==> config.mk <==
export PLATFORM = sky130hd
export DESIGN_NAME = ahb_wb_burst_bridge
export DESIGN_NICKNAME = d
export VERILOG_FILES = /design/src/rtl/ahb_wb_burst_bridge.sv
export SDC_FILE = /design/constraint.sdc
export NUM_CORES = 1
export LEC_CHECK = 0
export CORE_MARGIN = 8
export CORE_UTILIZATION = 40
export CTS_CLUSTER_DIAMETER = 60
export DETAILED_ROUTE_END_ITERATION = 8
export PLACE_DENSITY = 0.86
export SYNTH_ARGS = -nofsm -noshare
export SYNTH_HDL_FRONTEND = slang
export SYNTH_SLANG_ARGS = --single-unit
==> constraint.sdc <==
create_clock -name hclk -period 3.2 [get_ports hclk]
set_input_delay 0.64 -clock hclk [delete_from_list [all_inputs] [get_ports hclk]]
set_output_delay 0.64 -clock hclk [all_outputs]
set_load 0.005 [all_outputs]
==> src/rtl/ahb_wb_burst_bridge.sv <==
// AHB-slave to Wishbone-master bridge with parametrised widths, hsize byte lanes,
// a Wishbone cycle held open across AHB bursts, and a two-cycle ERROR response.
module ahb_wb_burst_bridge #(
  parameter int unsigned AW      = 32,
  parameter int unsigned DW      = 32,
  parameter int unsigned TIMEOUT = 16
) (
  input  logic            hclk,
  input  logic            hresetn,
  input  logic            hsel,
  input  logic [AW-1:0]   haddr,
  input  logic [1:0]      htrans,
  input  logic            hwrite,
  input  logic [2:0]      hsize,
  input  logic [2:0]      hburst,
  input  logic [DW-1:0]   hwdata,
  output logic            hready,
  output logic [DW-1:0]   hrdata,
  output logic [1:0]      hresp,
  output logic            cyc_o,
  output logic            stb_o,
  output logic            we_o,
  output logic [AW-1:0]   adr_o,
  output logic [DW-1:0]   dat_o,
  output logic [DW/8-1:0] sel_o,
  input  logic            ack_i,
  input  logic            err_i,
  input  logic [DW-1:0]   dat_i
);

  localparam int unsigned NB = DW / 8;
  localparam int unsigned LW = $clog2(NB);
  localparam int unsigned CW = (TIMEOUT > 0) ? $clog2(TIMEOUT + 1) : 1;

  localparam logic [1:0] HT_BUSY = 2'b01;
  localparam logic [1:0] RESP_OKAY = 2'b00;
  localparam logic [1:0] RESP_ERR  = 2'b01;

  typedef enum logic [2:0] {S_IDLE, S_WB, S_HOLD, S_ERR1, S_ERR2} state_t;

  state_t        state;
  logic [CW-1:0] cnt;
  logic          accept;
  logic          illegal;
  logic [NB-1:0] lane_mask;
  logic [NB-1:0] sel_dec;
  logic          unused_ok;

  // hburst carries no behaviour; it is folded here only to keep it connected.
  assign unused_ok = ^hburst;

  assign dat_o = (stb_o && we_o) ? hwdata : '0;

  always_comb begin
    accept    = hsel && hready && htrans[1];
    illegal   = 1'b0;
    lane_mask = '1;
    if (32'(hsize) > 32'(LW)) illegal = 1'b1;
    case (hsize)
      3'd0: lane_mask = NB'(1);
      3'd1: begin
        lane_mask = NB'(3);
        if (haddr[0]) illegal = 1'b1;
      end
      3'd2: begin
        lane_mask = NB'(15);
        if (haddr[1:0] != 2'd0) illegal = 1'b1;
      end
      3'd3: begin
        lane_mask = '1;
        if (haddr[2:0] != 3'd0) illegal = 1'b1;
      end
      default: lane_mask = '1;
    endcase
    sel_dec = lane_mask << haddr[LW-1:0];
  end

  always_ff @(posedge hclk or negedge hresetn) begin
    if (!hresetn) begin
      state  <= S_IDLE;
      cnt    <= '0;
      hready <= 1'b1;
      hresp  <= RESP_OKAY;
      hrdata <= '0;
      cyc_o  <= 1'b0;
      stb_o  <= 1'b0;
      we_o   <= 1'b0;
      adr_o  <= '0;
      sel_o  <= '0;
    end else begin
      case (state)
        S_IDLE, S_HOLD, S_ERR2: begin
          if (accept) begin
            adr_o <= haddr;
            we_o  <= hwrite;
            sel_o <= sel_dec;
            hready <= 1'b0;
            if (illegal) begin
              state <= S_ERR1;
              cyc_o <= 1'b0;
              stb_o <= 1'b0;
              hresp <= RESP_ERR;
            end else begin
              state <= S_WB;
              cyc_o <= 1'b1;
              stb_o <= 1'b1;
              hresp <= RESP_OKAY;
              cnt   <= '0;
            end
          end else if (state == S_HOLD && hsel && htrans == HT_BUSY) begin
            state  <= S_HOLD;
            hready <= 1'b1;
            hresp  <= RESP_OKAY;
          end else begin
            state  <= S_IDLE;
            cyc_o  <= 1'b0;
            stb_o  <= 1'b0;
            hready <= 1'b1;
            hresp  <= RESP_OKAY;
          end
        end
        S_WB: begin
          // err_i takes priority over a simultaneous ack_i.
          if (err_i || (TIMEOUT != 0 && !ack_i && cnt == CW'(TIMEOUT))) begin
            state  <= S_ERR1;
            cyc_o  <= 1'b0;
            stb_o  <= 1'b0;
            hready <= 1'b0;
            hresp  <= RESP_ERR;
          end else if (ack_i) begin
            state  <= S_HOLD;
            stb_o  <= 1'b0;
            hready <= 1'b1;
            hresp  <= RESP_OKAY;
            if (!we_o) hrdata <= dat_i;
          end else begin
            cnt <= cnt + CW'(1);
          end
        end
        S_ERR1: begin
          state  <= S_ERR2;
          hready <= 1'b1;
          hresp  <= RESP_ERR;
        end
        default: begin
          state  <= S_IDLE;
          cyc_o  <= 1'b0;
          stb_o  <= 1'b0;
          hready <= 1'b1;
          hresp  <= RESP_OKAY;
        end
      endcase
    end
  end

endmodule
* After elaboration in Yosys (flattened, before gate mapping)
Index checks and enable logic that the tools add are counted.
** Cells by class
- Bitwise gates (word level) :: 3
- Eq/ne operators :: 16
- Mux-type cells :: 35
- Shift-type cells :: 1
- Add/sub/neg operators :: 1
- Magnitude comparators :: 1
- Reductions and logical operators :: 19
** Operators by type and width (count)
- $mux 32 :: 1
- $mux 5 :: 4
- $mux 1 :: 14
- $eq 3x2->1 const B :: 4
- $mux 2 :: 5
- $ne 2x2->1 const B :: 5
- $pmux 5 s2 :: 1
- $mux 3 :: 3
- $pmux 1 s3 :: 3
- $pmux 3 s3 :: 1
- $pmux 4 s2 :: 1
- $eq 3x1->1 const B :: 2
- $logic_and 1x1->1 :: 6
- $logic_not 3->1 :: 2
- $ne 3x3->1 const B :: 2
- $pmux 2 s3 :: 1
- $reduce_and 3->1 :: 2
- $add 5x1->5 const B :: 1
- $eq 5x5->1 const B :: 1
- $reduce_and 5->1 :: 1
- $reduce_and 4->1 :: 1
- $reduce_bool 2->1 :: 2
- $shl 4x2->4 :: 1
- $eq 3x3->1 const B :: 1
- 9 further kinds :: 11
** Storage, ports and cells
- Word-level logic and storage cells :: 86
- Bits in registers :: 82
- Input bits :: 110

* Longest topological paths before layout
- Word-level depth :: 7
- Gate-level depth with buffers :: 6
- Mapped depth without buffers :: 6

* Worst setup path after synthesis
OpenSTA, ideal clock, no wires.
- Path type :: input to register
- Start :: in ack_i
- End :: reg hrdata[0]
- Arrival time :: 1.468 ns
- Setup time :: 0.125 ns
- Path buffers :: 1
- Setup slack :: 1.608 ns
- Data required time :: 3.075 ns
- Stages on the path :: 4
- Path through :: nor2b_1 -> nand3b_1 -> buf_2 -> mux2_2
** On the way
- Longest elaborated chain between the ends :: 5
** Ends and longest elaborated chain
- start: declaration :: RTL line 26 : input logic ack_i,
- $logic_not 1->1 :: RTL line 124 : if (err_i || (TIMEOUT != 0 && !ack_i && cnt == CW'(TIMEOUT))) begin
- $logic_and 1x1->1 :: RTL line 124
- $logic_or 1x1->1 :: RTL line 124
- $not 1->1 (no line)
- $reduce_and 4->1 (no line) *
- end signal: assignment :: RTL line 135 : if (!we_o) hrdata <= dat_i;
- end: declaration :: RTL line 18 : output logic [DW-1:0] hrdata,
Mark *: on every way between the ends. The rest lies on a longest branch, timed or not.
A chain may end at the register's enable or synchronous reset.

* Final worst setup path
- Start :: reg we_o
- End :: out dat_o[11]
** On the way
- Longest elaborated chain between the ends :: 2
** Ends and longest elaborated chain
- start: declaration :: RTL line 22 : output logic we_o,
- start signal: assignment :: RTL line 95 : we_o <= hwrite;
- $logic_and 1x1->1 :: RTL line 52 : assign dat_o = (stb_o && we_o) ? hwdata : '0;
- $mux 32 :: RTL line 52
- end: declaration :: RTL line 24 : output logic [DW-1:0] dat_o,
Every way passes these cells.

==> run summary <==
• CP Max Fanout: 35
• number of hold-repair buffers added at the cts stage: 0
• full die area: 12100 um2
• TritonCTS clock tree: done
• first drt pass iteration count: 4
• met2 Resource Use GR: 31.6%
• library cell occupying the most area in the post-synthesis netlist: dfrtp_1
• number of buffers inserted by port buffering: 211
• Max Root-Sink Buffers: 2
• post-layout minimum cycle time: 2640 ps
• Routed Wire Length: 11200 um
• nature of the critical path endpoint: primary output
• number of clock sinks seen by CTS: 81
• total global routing overflow: 0
• initial core utilization: 40.8%
• share of the synthesized area in the top cell type: 56.8%
• number of CTS-inserted buffers: 9
• Startpoint Class: flop
• cell area after synthesis: 3530 um2
• layout cell share with drive strength beyond 1: 10.2%
• Most Used Layer, Global Route: met2
• routed len/inst: 17.0 um
• final core area utilization: 68.8%
• IO Pins: 216
• detailed placer's ending HPWL: 8620 um
• antenna violations before repair: 0
• period utilisation layout: 82.4%
• flip-flop and latch count after synthesis: 81
• final setup vio count: 0
• global-route wire length before repair: 16900 um
• worst slew margin relative to its limit: 32.1%
• peak supply drop: 0.000531 V
• Chip Height: 110 um
• Highest Clock Rate: 0.379 GHz
• RSZ-0062 raised after global routing: no
• met3 Usage GRT: 8.26%
• PnR worst setup slack: 564 ps
• largest net degree at the start of global routing: 82
• reported max-cap violation count: 0
• H-tree Lvls: 3
• Synth Area per Inst: 10.5 um2
• CP Class: reg2out
• transition time of the tightest slew-check pin: 1020 ps
• final count of hold timing violations: 0
• Max Transition Viols Final: 0
• Synth Net Count: 449
• number of DRC markers in iteration 0: 186
• latest clock arrival within the worst-skew pair: 340 ps
• routability-driven placement congestion ratio: 0.824
• number of unique standard cell types used by synthesis: 39
• count of synthesis-stage warnings from yosys: 0
• antenna violation net count after detailed routing: 0
• via count of the routed design: 3219
• PwrDens: 763 nW/um2
• number of nets in the finished design: 655
• GR Layer Usage met1: 18.2%
• # rows: 34
• post-cts resize count: 0
• setup TNS: 0 ps
• Die Span X: 110 um
• count of fill cells added during filler insertion: 657
• cell leakage power: 2.74 nW
• number of global-route vias before repair: 3378
• top area cells in the synthesized netlist: dfrtp_1, nand2_1, mux2_2
• synth-to-layout area growth: 68.6%
• worst setup timing slack at the placement stage: 740 ps
• Hold Crit Class: in2async
• result of the run: complete, no violations
• synthesized netlist cell count: 337
• DRC violations left: 0
• Clock Root Buffer: clkbuf_8
• Clock Skew: 14.6 ps
• Setup Buffers After CTS: 0
• clock-pin slew on the worst setup and hold paths: 80 ps
• Core Region: 8640 um2
• Avg Vias per Cell: 4.91
• aggregate global-route resource usage: 17.8%
• Antenna Diode Count: 0
• part of the Yosys area used for sequential elements: 57.5%
• Crit path arrival time: 2000 ps
• data required time at the worst endpoint: 2560 ps
## power breakdown
part           total [mW]  internal [mW]  leakage, nW  switching, mW
registers            1.82           1.50         1.01          0.316
clock network       0.843          0.468        0.112          0.375
logic                1.87           1.20         1.62          0.675
## final cells by class
type                       instances  area, um2  area share (%)
tap                              108        135            2.27
clock buffer                      11        141            2.38
timing repair buffer             214       2130            35.9
inverter                           5       18.8           0.316
multi-input combinational        232       1400            23.6
clock inverter                     5       87.6            1.47
sequential                        81       2030            34.1
## critical path: stages, from the launching register on
cell	delay [ps]
dfrtp_1	860
and3_1	260
clkdlybuf4s50_1	530
## flip-flops by register name, summed over array words and instances, names as in the netlist
| name | flops |
|---|---|
| hresp | 1 |
| sel_o | 4 |
| hrdata | 32 |
| adr_o | 32 |
| cnt | 5 |
| stb_o | 1 |
| hready | 1 |
| we_o | 1 |
| state | 3 |
| cyc_o | 1 |
## cells in the mapped netlist (all sizes together)
library cell / instances
nor2: 11
dfstp: 1
nand2b: 2
a21o: 4
a211oi: 3
mux2i: 1
conb: 1
buf: 8
a311oi: 1
nor2b: 1
mux2: 32
nor3: 4
and3: 32
nor4: 3
a2111oi: 2
nand3b: 2
nand2: 103
dfrtp: 80
clkbuf: 11
a21boi: 1
and3b: 1
nand3: 3
inv: 5
ha: 2
a31oi: 1
a21oi: 4
nand4b: 1
xnor2: 2
nor3b: 1
o21ai: 8
o221ai: 1
o21a: 1
o31ai: 3
or3b: 1
## layout by cell type, fill, tap and decap left out, drive strengths merged, types with 3 or more instances in the layout
cell | synthesis | routed
mux2 | 32 | 32
nor3 | 4 | 4
nand3 | 3 | 3
o31ai | 3 | 3
nor2 | 11 | 11
dfrtp | 80 | 80
a21oi | 4 | 4
inv | 5 | 6
clkdlybuf4s50 | 0 | 210
clkbuf | 11 | 11
nor4 | 3 | 3
a21o | 4 | 4
nand2 | 103 | 103
and3 | 32 | 32
o21ai | 8 | 8
buf | 8 | 4
a211oi | 3 | 3
## per-stage QoR
stage | hold slack, ps | total power, mW | std cells | instance area [um2]
finish | 453 | 4.53 | 656 | 5940
global route | 500 | 4.85 | 656 | 5940
floorplan | 344 | 2.46 | 337 | 3530
detailed placement | 462 | 3.75 | 640 | 5710
global placement | 459 | 3.66 | 640 | 5710
CTS | 483 | 4.61 | 656 | 5940
## path summary, 6_finish.rpt
kind,startpoint,end,slack [ps],cells after the start
setup / recovery,we_o,dat_o[11],560,2
hold / removal,hresetn,adr_o[12],450,1
setup reg to reg,we_o,hrdata[21],1220,3
hold reg to reg,adr_o[9],adr_o[9],480,2
max in group asynchronous,hresetn,state[0],2070,1
min in group hclk,adr_o[9],adr_o[9],480,2
## metal layers
layer	routed length (um)	up-vias
li1	-	1536
met1	3950	1524
met3	1430	14
met2	5620	145
met5	0	-
met4	174	0
## cell families (layout without fill, tap and decap cells)
logic type,Yosys count,count (layout),synth area share [%]
AOI/OAI and AO/OA,29,29,5.96
xor gates and xnor gates,2,2,0.497
buffers and inverters,24,235,3.09
other,1,1,0.106
adders and majority gates,2,2,0.710
muxes,33,33,10.5
and+or+nand+nor,165,165,21.6
DFF,81,81,57.5
Power figures use the tool's default switching activity.
